===== config.mk =====
export PLATFORM = sky130hd
export DESIGN_NAME = i2c_slave_mem_controller
export DESIGN_NICKNAME = d
export VERILOG_FILES = /design/src/rtl/i2c_slave_mem_controller.sv
export SDC_FILE = /design/constraint.sdc
export NUM_CORES = 1
export LEC_CHECK = 0
export BUFFER_PORTS_ARGS = -buffer_cell sky130_fd_sc_hd__clkbuf_2
export CORE_ASPECT_RATIO = 1.25
export CORE_MARGIN = 2
export CORE_UTILIZATION = 35
export DETAILED_ROUTE_END_ITERATION = 8
export GPL_ROUTABILITY_DRIVEN = 1
export HOLD_SLACK_MARGIN = 0.15
export PLACE_DENSITY = 0.64
export SLEW_MARGIN = 20
export SYNTH_ARGS = -nofsm -noshare
export SYNTH_HDL_FRONTEND = slang
export SYNTH_SLANG_ARGS = --single-unit

===== constraint.sdc =====
create_clock -name Clk -period 1.8 [get_ports Clk]
set_input_delay 0.09 -clock Clk [delete_from_list [all_inputs] [get_ports Clk]]
set_output_delay 0.09 -clock Clk [all_outputs]
set_load 0.02 [all_outputs]

===== src/rtl/i2c_slave_mem_controller.sv =====
// rtl/i2c_slave_mem_controller.sv - I2C slave protocol engine bridging a byte-level front end to a strobed memory port.
module i2c_slave_mem_controller #(
    parameter logic [6:0] DEV_ADDR   = 7'h50,
    parameter int          NBYTES     = 2,
    parameter int          MATCH_WAIT = 2
) (
    input  logic       Clk,
    input  logic       Reset,
    input  logic       StartDet,
    input  logic       StopDet,
    input  logic       ByteValid,
    input  logic [7:0] RxByte,
    input  logic       ByteReq,
    input  logic       MasterAck,
    output logic       AckOut,
    output logic       NackOut,
    output logic [7:0] TxByte,
    output logic       TxValid,
    output logic       MemEnable,
    output logic       MemMode,
    output logic       MemRorW,
    output logic [7:0] MemBuffer,
    input  logic [7:0] MemData,
    input  logic       AddressFound,
    output logic       Busy
);
    localparam int             BCW = $clog2(NBYTES + 1);
    localparam logic [BCW-1:0] NB  = BCW'(NBYTES);
    localparam logic [3:0]     MW  = 4'(MATCH_WAIT);

    typedef enum logic [2:0] {
        ST_IDLE, ST_DEV_ADDR, ST_MEM_ADDR, ST_MEM_STROBE,
        ST_MATCH_WAIT, ST_WRITE_DATA, ST_READ_DATA, ST_READ_CAPTURE
    } state_t;

    typedef enum logic [1:0] {OP_MATCH, OP_WRITE, OP_READ} op_t;

    state_t         state;
    op_t            op;
    logic           strobe_phase;
    logic [3:0]     wait_cnt;
    logic [BCW-1:0] byte_count;
    logic           addr_valid;

    assign Busy = (state != ST_IDLE);

    always_ff @(posedge Clk) begin
        if (Reset) begin
            state        <= ST_IDLE;
            op           <= OP_MATCH;
            strobe_phase <= 1'b0;
            wait_cnt     <= '0;
            byte_count   <= '0;
            addr_valid   <= 1'b0;
            AckOut       <= 1'b0;
            NackOut      <= 1'b0;
            TxValid      <= 1'b0;
            TxByte       <= 8'h00;
            MemEnable    <= 1'b0;
            MemMode      <= 1'b0;
            MemRorW      <= 1'b0;
            MemBuffer    <= 8'h00;
        end else begin
            // Pulses default low; an interrupted strobe thereby always ends low.
            AckOut    <= 1'b0;
            NackOut   <= 1'b0;
            TxValid   <= 1'b0;
            MemEnable <= 1'b0;
            if (StopDet) begin
                state <= ST_IDLE;
            end else if (StartDet) begin
                state      <= ST_DEV_ADDR;
                byte_count <= '0;
            end else begin
                case (state)
                    ST_IDLE: ;
                    ST_DEV_ADDR: begin
                        if (ByteValid) begin
                            if (RxByte[7:1] != DEV_ADDR || (RxByte[0] && !addr_valid)) begin
                                NackOut <= 1'b1;
                                state   <= ST_IDLE;
                            end else begin
                                AckOut <= 1'b1;
                                state  <= RxByte[0] ? ST_READ_DATA : ST_MEM_ADDR;
                            end
                        end
                    end
                    ST_MEM_ADDR: begin
                        if (ByteValid) begin
                            MemBuffer    <= RxByte;
                            MemMode      <= 1'b0;
                            MemRorW      <= 1'b0;
                            op           <= OP_MATCH;
                            strobe_phase <= 1'b0;
                            state        <= ST_MEM_STROBE;
                        end
                    end
                    ST_MEM_STROBE: begin
                        if (!strobe_phase) begin
                            MemEnable    <= 1'b1;
                            strobe_phase <= 1'b1;
                        end else begin
                            strobe_phase <= 1'b0;
                            case (op)
                                OP_MATCH: begin
                                    wait_cnt <= '0;
                                    state    <= ST_MATCH_WAIT;
                                end
                                OP_WRITE: begin
                                    AckOut     <= 1'b1;
                                    byte_count <= byte_count + BCW'(1);
                                    state      <= ST_WRITE_DATA;
                                end
                                default: state <= ST_READ_CAPTURE;
                            endcase
                        end
                    end
                    ST_MATCH_WAIT: begin
                        if (wait_cnt == MW) begin
                            if (AddressFound) begin
                                AckOut     <= 1'b1;
                                addr_valid <= 1'b1;
                                byte_count <= '0;
                                state      <= ST_WRITE_DATA;
                            end else begin
                                NackOut    <= 1'b1;
                                addr_valid <= 1'b0;
                                state      <= ST_IDLE;
                            end
                        end else begin
                            wait_cnt <= wait_cnt + 4'd1;
                        end
                    end
                    ST_WRITE_DATA: begin
                        if (ByteValid) begin
                            if (byte_count < NB) begin
                                MemBuffer    <= RxByte;
                                MemMode      <= 1'b1;
                                MemRorW      <= 1'b0;
                                op           <= OP_WRITE;
                                strobe_phase <= 1'b0;
                                state        <= ST_MEM_STROBE;
                            end else begin
                                NackOut <= 1'b1;
                                state   <= ST_IDLE;
                            end
                        end
                    end
                    ST_READ_DATA: begin
                        if (ByteReq) begin
                            if (!MasterAck && byte_count != '0) begin
                                state <= ST_IDLE;
                            end else if (byte_count < NB) begin
                                MemMode      <= 1'b1;
                                MemRorW      <= 1'b1;
                                op           <= OP_READ;
                                strobe_phase <= 1'b0;
                                state        <= ST_MEM_STROBE;
                            end else begin
                                // Past the location size the master just sees filler.
                                TxByte  <= 8'hFF;
                                TxValid <= 1'b1;
                            end
                        end
                    end
                    ST_READ_CAPTURE: begin
                        TxByte     <= MemData;
                        TxValid    <= 1'b1;
                        byte_count <= byte_count + BCW'(1);
                        state      <= ST_READ_DATA;
                    end
                    default: state <= ST_IDLE;
                endcase
            end
        end
    end
endmodule


==> flow_summary.yaml, run 1 <==
outcome:
  status: "finished, final reports clean"
worst_hold_path:
  hp-class: "input pin to flip-flop"
power:
  p_leak_nw: 1.05
  power_density_nw_per_um2: 623
  vdd.ir_drop.worst_uv: 352
clock_tree:
  cts.root.buffer_cell: "clkbuf_8"
  cts_buffers: 5
  htreeDepth: 2
  clkTransAtPathRegs_ns: 0.07
  cts_sinks: 34
  clock_latency_ns: 0.29
  clock_path_buffers: 2
  tritoncts: "done"
cells_and_area:
  layout-drive-gt1-share_pct: 33.3
  postLayoutCoreUtil_pct: 51.0
  antenna_cells: 0
  instances_no_fill: 359
  fillers: 494
  area_growth_syn_to_layout_pct: 38.7
  nets: 323
critical_path:
  arrival_ns: 1.92
  worst-path-max-fanout: 8
  crit_required_ns: 1.99
  cp-start-kind: "input pin"
  worstSetupEndpointType: "flip-flop"
  crit_type: "input pin to flip-flop"
sta:
  hold_violations: 0
  timing.slew.headroom_pct: 72.0
  finalMaxSlewViolations: 0
  rsz0062_at_grt: "no"
  clock.fmax_mhz: 578
  final.setup.tns_ns: 0
  finalCritPeriodShare_pct: 96.1
  hold_slack_ns: 0.256
  skew_ns: 0.00448
  worst_pin_slew_ns: 0.420
  fin_crit_ns: 1.73
  finalSetupViolations: 0
die:
  start_util_pct: 36.8
  die_height_um: 86.0
  io_pins: 47
  die-width_um: 69.6
  die_area_um2: 5980
  num_rows: 29
  core-area_um2: 5120
detailed_routing:
  vias_per_cell: 5.42
  vias: 1947
  routedWlPerCell_um: 14.6
  dr.first_iter.drc_count: 147
  ant_nets: 0
  drtPass1Iterations: 4
  drcViolationCount: 0
  wirelength_mm: 5.24
synth:
  synth_edf_count: 0
  ys_seq_area_share_pct: 36.2
  synth-async-reset-ratio_pct: 0
  syn_inst: 215
  ys_warn_count: 0
  ys_seq_elements: 34
  syn_area_per_cell_um2: 8.75
  synth_nets: 242
  synthesis.area_um2: 1880
  synthFlopType: "dfxtp_1"
  ys_types: 56
global_routing:
  grt_first_pass_wirelength_mm: 8.50
  grt_overflow: 0
  antenna_found_initial: 0
  grt_usage_pct: 17.8
  grt_max_degree: 19
  grt_pass1_vias: 1804
job:
  max_cap_violations: 0
place:
  dp_cells: 331
  gp_congestion: 0.917
  io_buffers: 46
  place_hpwl_mm: 3.86
## per-layer routing
metal | part of all wire, % | track usage [%] | vias up
met3 | 3.5 | 2.70 | 11
met1 | 43 | 20.6 | 923
li1 | - | - | 975
met4 | 2.5 | 9.27 | 0
met5 | 0 | 0 | -
met2 | 51 | 31.5 | 38
## synth_stat cells (all sizes together) (3+ instances only)
| library cell | count | area, um2 |
|---|---|---|
| dfxtp | 34 | 681 |
| a21oi | 22 | 110 |
| nand3 | 17 | 85.1 |
| o21ai | 15 | 75.1 |
| nand2 | 12 | 45.0 |
| nor2 | 11 | 41.3 |
| inv | 9 | 33.8 |
| o221a | 8 | 90.1 |
| buf | 7 | 47.5 |
| clkbuf | 6 | 22.5 |
| nand3b | 5 | 37.5 |
| mux2i | 4 | 40.0 |
| and2 | 3 | 18.8 |
| ha | 3 | 37.5 |
| nand2b | 3 | 18.8 |
| nand4bb | 3 | 33.8 |
| nor3 | 3 | 20.0 |
| nor4 | 3 | 18.8 |
| or3b | 3 | 26.3 |
| or4 | 3 | 22.5 |
## metrics by stage
stage / instance area (um2) / setup WS, ns / total power (W)
after detailed placement: 2280 / 0.0327 / 0.000890
after global placement: 2280 / 0.0305 / 0.000890
after floorplan: 1880 / 0.196 / 0.000837
final: 2610 / 0.0707 / 0.00163
after global routing: 2610 / 0.00971 / 0.00169
after CTS: 2590 / 0.0217 / 0.00164
## layout by cell type, fill, tap and decap left out, types with 8 or more instances in the layout
cell / n
o221a_2: 8
o21ai_0: 14
clkbuf_2: 46
dlygate4sd3_1: 20
nand3_1: 17
nand2_1: 12
a21oi_1: 22
buf_4: 21
inv_1: 9
dfxtp_1: 32
nor2_1: 11
## where the power goes
part | switching, W | internal (W) | leakage [nW]
logic | 0.0000771 | 0.0000766 | 0.720
clock network | 0.000303 | 0.000412 | 0.0504
registers | 0.00000345 | 0.000753 | 0.275
total | 0.000384 | 0.00124 | 1.05
## sequential cells by signal, summed over array words and instances, names as in the netlist
signal,flops
op,1
byte_count,2
wait_cnt,4
MemRorW,1
MemEnable,1
TxValid,1
AckOut,1
strobe_phase,1
NackOut,1
MemMode,1
addr_valid,1
MemBuffer,8
TxByte,8
state,3
## cells by family (layout without fill, tap and decap cells)
logic type               after synthesis  after routing  synth area share [%]
multiplexers                           5              5                  2.73
XOR/XNOR                               1              1                 0.466
AND/OR/NAND/NOR                       79             79                  26.0
buffers and inverters                 22            104                  5.52
flip-flops                            34             34                  36.2
adder cells (fa/ha/maj)                3              3                  1.99
AO/OA/AOI/OAI                         71             71                  27.1
## worst paths after layout
| path | end | from | slack, ns | cells past startpoint |
|---|---|---|---|---|
| worst min register to register | MemMode$_SDFFE_PP0P_ | MemMode$_SDFFE_PP0P_ | 0.47 | 2 |
| worst max-delay path | TxByte[0]$_SDFFE_PP0P_ | StopDet | 0.07 | 5 |
| worst min-delay path | strobe_phase$_SDFFE_PP0P_ | Reset | 0.26 | 2 |
| worst max register to register | MemBuffer[0]$_SDFFE_PP0P_ | state[1]$_SDFFE_PP0P_ | 0.07 | 5 |
## area by class of cell
| class | count | area, um2 | area share [%] |
|---|---|---|---|
| multi-input cells | 159 | 1110 | 42.7 |
| flip-flops and latches | 34 | 683 | 26.2 |
| repair buffers | 87 | 588 | 22.5 |
| well taps | 62 | 77.6 | 2.97 |
| clock buffers | 5 | 68.8 | 2.64 |
| clock inverters | 3 | 45.0 | 1.73 |
| inverters | 9 | 33.8 | 1.29 |
## timing repair
action                                  4_1_cts  5_1_grt
hold buffers                                 20        0
endpoints found under the setup margin        1       18
endpoints found under the hold margin        19        0
gates cloned                                  0        0
pin swaps                                     0        2
resized for setup                             1        6
setup buffers                                 0        0
## critical path, stage by stage
cell and delay (ns):
dlygate4sd3_1 0.53, clkbuf_2 0.14, or2_2 0.37, or3_1 0.50
o221a_2 0.29
(Power assumes the default switching activity.)
==> run 2: changes to the inputs <==
- PLACE_DENSITY: 0.64 -> not set
==> run 2 against run 1 <==
Combinational power is essentially flat. Critical endpoint is now wait_cnt[3]$_SDFFE_PP0P_. Via count up 1.4%. Count of clock-buffer cells in the layout did not move. Highest routed layer unchanged. Wire length grew 1.8%. Clock power is 1% lower. Maximum frequency grew 1.4%. Worst setup slack improved by 0.024 ns.
==> flow_summary.yaml, run 2 (synthesized netlist as in run 1, its figures left out) <==
critical_path:
  worst-path-buf-inv: 1
  r2r-start: "state[2]$_SDFFE_PP0P_"
  r2r_end: "wait_cnt[3]$_SDFFE_PP0P_"
  crit_required_ns: 2.03
  cp.depth: 5
  r2r_cells: 5
  path_cells: "buf_4, nor4b_4, a22oi_2, or4_1, a21oi_1"
  cpMaxStageDelayCell: "or4_1"
  arrival_ns: 1.94
  crit_type: "flip-flop to flip-flop"
  reg2reg_slack_ns: 0.1
  path_delay_family: "simple AND/OR/NAND/NOR gates"
  crit_path_end: "wait_cnt[3]$_SDFFE_PP0P_"
  cp-start-kind: "flip-flop"
  crit_start: "state[2]$_SDFFE_PP0P_"
  worst-path-max-fanout: 10
  cpPeakStageDelay_ns: 0.53
  worstSetupEndpointType: "flip-flop"
sta:
  fin_crit_ns: 1.70
  timing.slew.headroom_pct: 62.2
  skew_ns: 0.00532
  finalSetupViolations: 0
  clock.fmax_mhz: 587
  final.setup.tns_ns: 0
  finalMaxSlewViolations: 0
  finalCritPeriodShare_pct: 94.7
  hold_slack_ns: 0.147
  rsz0062_at_grt: "no"
  worst_pin_slew_ns: 0.564
  hold_violations: 0
clock_tree:
  cts_sinks: 34
  cts_buffers: 5
  clock_latency_ns: 0.30
  htreeDepth: 2
  clock_path_buffers: 2
  cts.root.buffer_cell: "clkbuf_8"
  clkTransAtPathRegs_ns: 0.07
  tritoncts: "done"
detailed_routing:
  drtPass1Iterations: 4
  routedWlPerCell_um: 14.9
  vias_per_cell: 5.51
  wirelength_mm: 5.33
  dr.first_iter.drc_count: 141
  ant_nets: 0
  vias: 1974
  drcViolationCount: 0
die:
  io_pins: 47
  die_height_um: 86.0
  core-area_um2: 5120
  die-width_um: 69.6
  start_util_pct: 36.8
  die_area_um2: 5980
  num_rows: 29
global_routing:
  grt_usage_pct: 18.0
  grt_pass1_vias: 1801
  grt_busiest_layer: "met2"
  grt_use_met2_pct: 31.1
  grt_overflow: 0
  met1_usage_pct: 21.3
  grt_first_pass_wirelength_mm: 8.58
  antenna_found_initial: 0
  grt_max_degree: 19
  use_met3_pct: 3.64
cells_and_area:
  nets: 322
  postLayoutCoreUtil_pct: 50.8
  antenna_cells: 0
  layout-drive-gt1-share_pct: 34.1
  final_cell_mix: "clkbuf_2 (46), dfxtp_1 (30), a21oi_1 (22), buf_4 (21), dlygate4sd3_1 (18)"
  reg_top3: "MemBuffer (8), TxByte (8), wait_cnt (4)"
  area_growth_syn_to_layout_pct: 38.1
  final_common_cell: "clkbuf_2"
place:
  place_hpwl_mm: 3.87
  io_buffers: 46
  gp_congestion: 0.864
power:
  comb_power_share_pct: 9.4
  seqPwrFrac_pct: 46.8
  intPower_w: 0.00124
  p_leak_nw: 1.04
  p_clk_share_pct: 43.8
  swShare_pct: 23.5
  total_power_w: 0.00162
  vdd.ir_drop.worst_uv: 281
  power_density_nw_per_um2: 622
  switchingPower_w: 0.000380
worst_hold_path:
  holdPathStages: 4
  hp-class: "input pin to flip-flop"
job:
  max_cap_violations: 0
outcome:
  status: "finished, final reports clean"
[run 2: per-layer routing]
layer  part of all wire, %  vias to the layer above  wire length [um]
li1                      -                      980                 -
met1                    43                      930              2310
met2                    50                       56              2660
met3                   4.7                        8               251
met4                   2.1                        0               114
met5                     0                        -                 0
[run 2: worst min path at each step]
stage	startpoint	end	slack, ns
2_1_floorplan	AddressFound	addr_valid$_SDFFE_PP0P_	0.23
3_3_place_gp	RxByte[4]	MemBuffer[4]$_SDFFE_PP0P_	0.35
4_1_cts	StopDet	state[0]$_SDFFE_PP0P_	0.15
5_1_grt	StopDet	byte_count[1]$_SDFFE_PP0P_	0.17
6_report	StopDet	state[0]$_SDFFE_PP0P_	0.15
3_5_place_dp	RxByte[4]	MemBuffer[4]$_SDFFE_PP0P_	0.34
[run 2: cell type report]
type                    count  area (um2)
multi-input cells         159        1100
flip-flops and latches     34         686
clock inverters             3        40.0
repair buffers             86         588
clock buffers               5        68.8
inverters                   9        33.8
well taps                  62        77.6
fillers                   509        2520
[run 2: tightest hold or removal path, cell delays in order]
cell      delay [ns]
clkbuf_2        0.12
nor2_1          0.07
o41ai_1         0.06
mux2i_1         0.06
[run 2: power by group through the flow]
stage	clock network [W]	registers, W	logic (W)
after floorplan	0	0.000773	0.0000637
after global placement	0	0.000774	0.000120
after detailed placement	0	0.000774	0.000120
after CTS	0.000727	0.000756	0.000151
after global routing	0.000753	0.000757	0.000167
final	0.000708	0.000757	0.000152
[run 2: through the flow]
stage | worst slack, ns | area (um2) | instances
after floorplan | 0.196 | 1880 | 215
after global placement | 0.0288 | 2300 | 332
after detailed placement | 0.0228 | 2300 | 332
after CTS | 0.0451 | 2590 | 358
after global routing | 0.00117 | 2600 | 358
final | 0.0951 | 2600 | 358
[run 2: what timing repair did]
item / 4_1_cts / 5_1_grt
setup buffers: 0 / 0
resized for setup: 1 / 6
setup endpoints to repair: 1 / 19
endpoints found under the hold margin: 18 / 0
hold buffers: 18 / 0
pin swaps: 0 / 2
==> run 3: changes to the inputs <==
- SETUP_SLACK_MARGIN: not set -> 0.3
- clock period: 1.8 -> 1.5 ns (I/O delays scaled with it)
==> run 3 against run 2 <==
The run now ends with setup timing left. Count of clock-buffer cells in the layout increased by 1. Sequential share of layout area shrank 5.3 points. Worst setup slack worse by 0.20 ns. Critical path type unchanged. Critical endpoint is now state[0]$_SDFFE_PP0P_. Largest power group unchanged. Highest routed layer unchanged.
==> flow_summary.yaml, run 3 (synthesized netlist as in run 1, its figures left out) <==
critical_path:
  worstSetupEndpointType: "flip-flop"
  arrival_ns: 1.77
  crit_required_ns: 1.66
  cp-start-kind: "flip-flop"
  reg2reg_slack_ns: -0.11
  crit_type: "flip-flop to flip-flop"
  r2r_end: "state[0]$_SDFFE_PP0P_"
  worst-path-max-fanout: 3
  r2r_cells: 6
  r2r-start: "wait_cnt[0]$_SDFFE_PP0P_"
die:
  io_pins: 47
  start_util_pct: 36.8
  num_rows: 29
  core-area_um2: 5120
  die-width_um: 69.6
  die_area_um2: 5980
  die_height_um: 86.0
detailed_routing:
  vias: 2171
  routedWlPerCell_um: 16.9
  drtPass1Iterations: 4
  dr.first_iter.drc_count: 122
  wirelength_mm: 6.64
  ant_nets: 0
  drcViolationCount: 0
  vias_per_cell: 5.52
cells_and_area:
  area_growth_syn_to_layout_pct: 77.0
  layout-drive-gt1-share_pct: 57.7
  antenna_cells: 0
  final_area_um2: 3330
  instances_no_fill: 393
  final_common_cell: "clkbuf_2"
  final_cell_mix: "clkbuf_2 (45), buf_4 (33), dfxtp_1 (24), buf_6 (21), dlygate4sd3_1 (18)"
  nets: 357
  reg_top3: "MemBuffer (8), TxByte (8), wait_cnt (4)"
sta:
  finalCritPeriodShare_pct: 107
  final.setup.tns_ns: -0.979
  worst_pin_slew_ns: 0.601
  finalMaxSlewViolations: 0
  fin_ws_ns: -0.110
  skew_ns: 0.00802
  fin_crit_ns: 1.61
  finalSetupViolations: 25
  rsz0062_at_grt: "yes"
  clock.fmax_mhz: 621
  hold_violations: 0
  timing.slew.headroom_pct: 59.8
global_routing:
  grt_pass1_vias: 2092
  antenna_found_initial: 0
  grt_usage_pct: 21.2
  grt_overflow: 0
  grt_first_pass_wirelength_mm: 9.92
  grt_max_degree: 13
place:
  gp_congestion: 0.933
  io_buffers: 46
  dp_cells: 350
  place_hpwl_mm: 4.24
  place_ws_ns: -0.135
  place_area_um2: 2450
power:
  power_density_nw_per_um2: 570
  p_leak_nw: 1.38
  vdd.ir_drop.worst_uv: 361
clock_tree:
  cts_buffers: 5
  clock_path_buffers: 2
  clock_latency_ns: 0.29
  tritoncts: "done"
  cts.root.buffer_cell: "clkbuf_8"
  htreeDepth: 2
  clkTransAtPathRegs_ns: 0.08
  cts_sinks: 34
worst_hold_path:
  holdPathStages: 2
  hp-class: "input pin to flip-flop"
  min-delay-start: "Reset"
  whs_endpoint: "MemBuffer[0]$_SDFFE_PP0P_"
job:
  max_cap_violations: 0
outcome:
  status: "finished with violations"
  violations: "setup timing"
==> run 3: cell count changes in the layout (fill, tap and decap cells not counted), sizes merged <==
cell    change
bufinv      -1
buf        +36
inv         +1
clkinv      -1
==> run 3: repair_timing <==
item                                   in CTS  in global routing
endpoints found under the hold margin      19                  0
gates resized for setup                    63                 47
pin swaps                                  27                 14
buffers inserted                           11                  6
hold buffers                               18                  0
setup endpoints to repair                  33                 34
==> run 3: cell type report <==
type	instances	area, um2
Multi-Input combinational cell	159	1470
Tap cell	62	77.6
Fill cell	406	1790
Timing Repair Buffer	121	955
Clock inverter	2	11.3
Clock buffer	6	82.6
Inverter	9	38.8
Sequential cell	34	701
==> run 3: how the worst max path moves through the flow <==
stage	from	to	cells past startpoint
floorplan	state[2]$_SDFFE_PP0P_	wait_cnt[2]$_SDFFE_PP0P_	5
global placement	wait_cnt[0]$_SDFFE_PP0P_	state[0]$_SDFFE_PP0P_	6
detailed placement	state[2]$_SDFFE_PP0P_	wait_cnt[2]$_SDFFE_PP0P_	5
CTS	wait_cnt[0]$_SDFFE_PP0P_	state[0]$_SDFFE_PP0P_	6
global route	wait_cnt[0]$_SDFFE_PP0P_	state[0]$_SDFFE_PP0P_	6
finish	wait_cnt[0]$_SDFFE_PP0P_	state[0]$_SDFFE_PP0P_	6
==> run 3: through the flow <==
step                hold slack (ns)  utilization (%)  power (W)
floorplan                     0.219                -    0.00101
global placement              0.332             48.0    0.00109
detailed placement            0.336             48.0    0.00109
CTS                           0.154             59.5    0.00188
global route                  0.162             65.1    0.00198
finish                        0.169             65.1    0.00190
==> run 3: layer usage <==
metal,vias up,wire (um),GRT usage [%]
met2,65,3490,37.1
li1,1057,-,-
met3,20,261,4.00
met1,1029,2580,23.7
met4,0,316,13.4
met5,-,0,0
==> run 3: where the power goes <==
group / internal (W) / total, W / switching (W)
Clock: 0.000370 / 0.000722 / 0.000352
Combinational: 0.000138 / 0.000272 / 0.000133
Sequential: 0.000899 / 0.000903 / 0.00000418
Total: 0.00141 / 0.00190 / 0.000489
==> run 3: critical path, cell delays in order, from the launching register on <==
cell and delay, ns:
dfxtp_2 0.33, inv_2 0.07, ha_4 0.13, or3b_4 0.39, o211ai_1 0.24, nand3b_1 0.18
mux2i_1 0.15
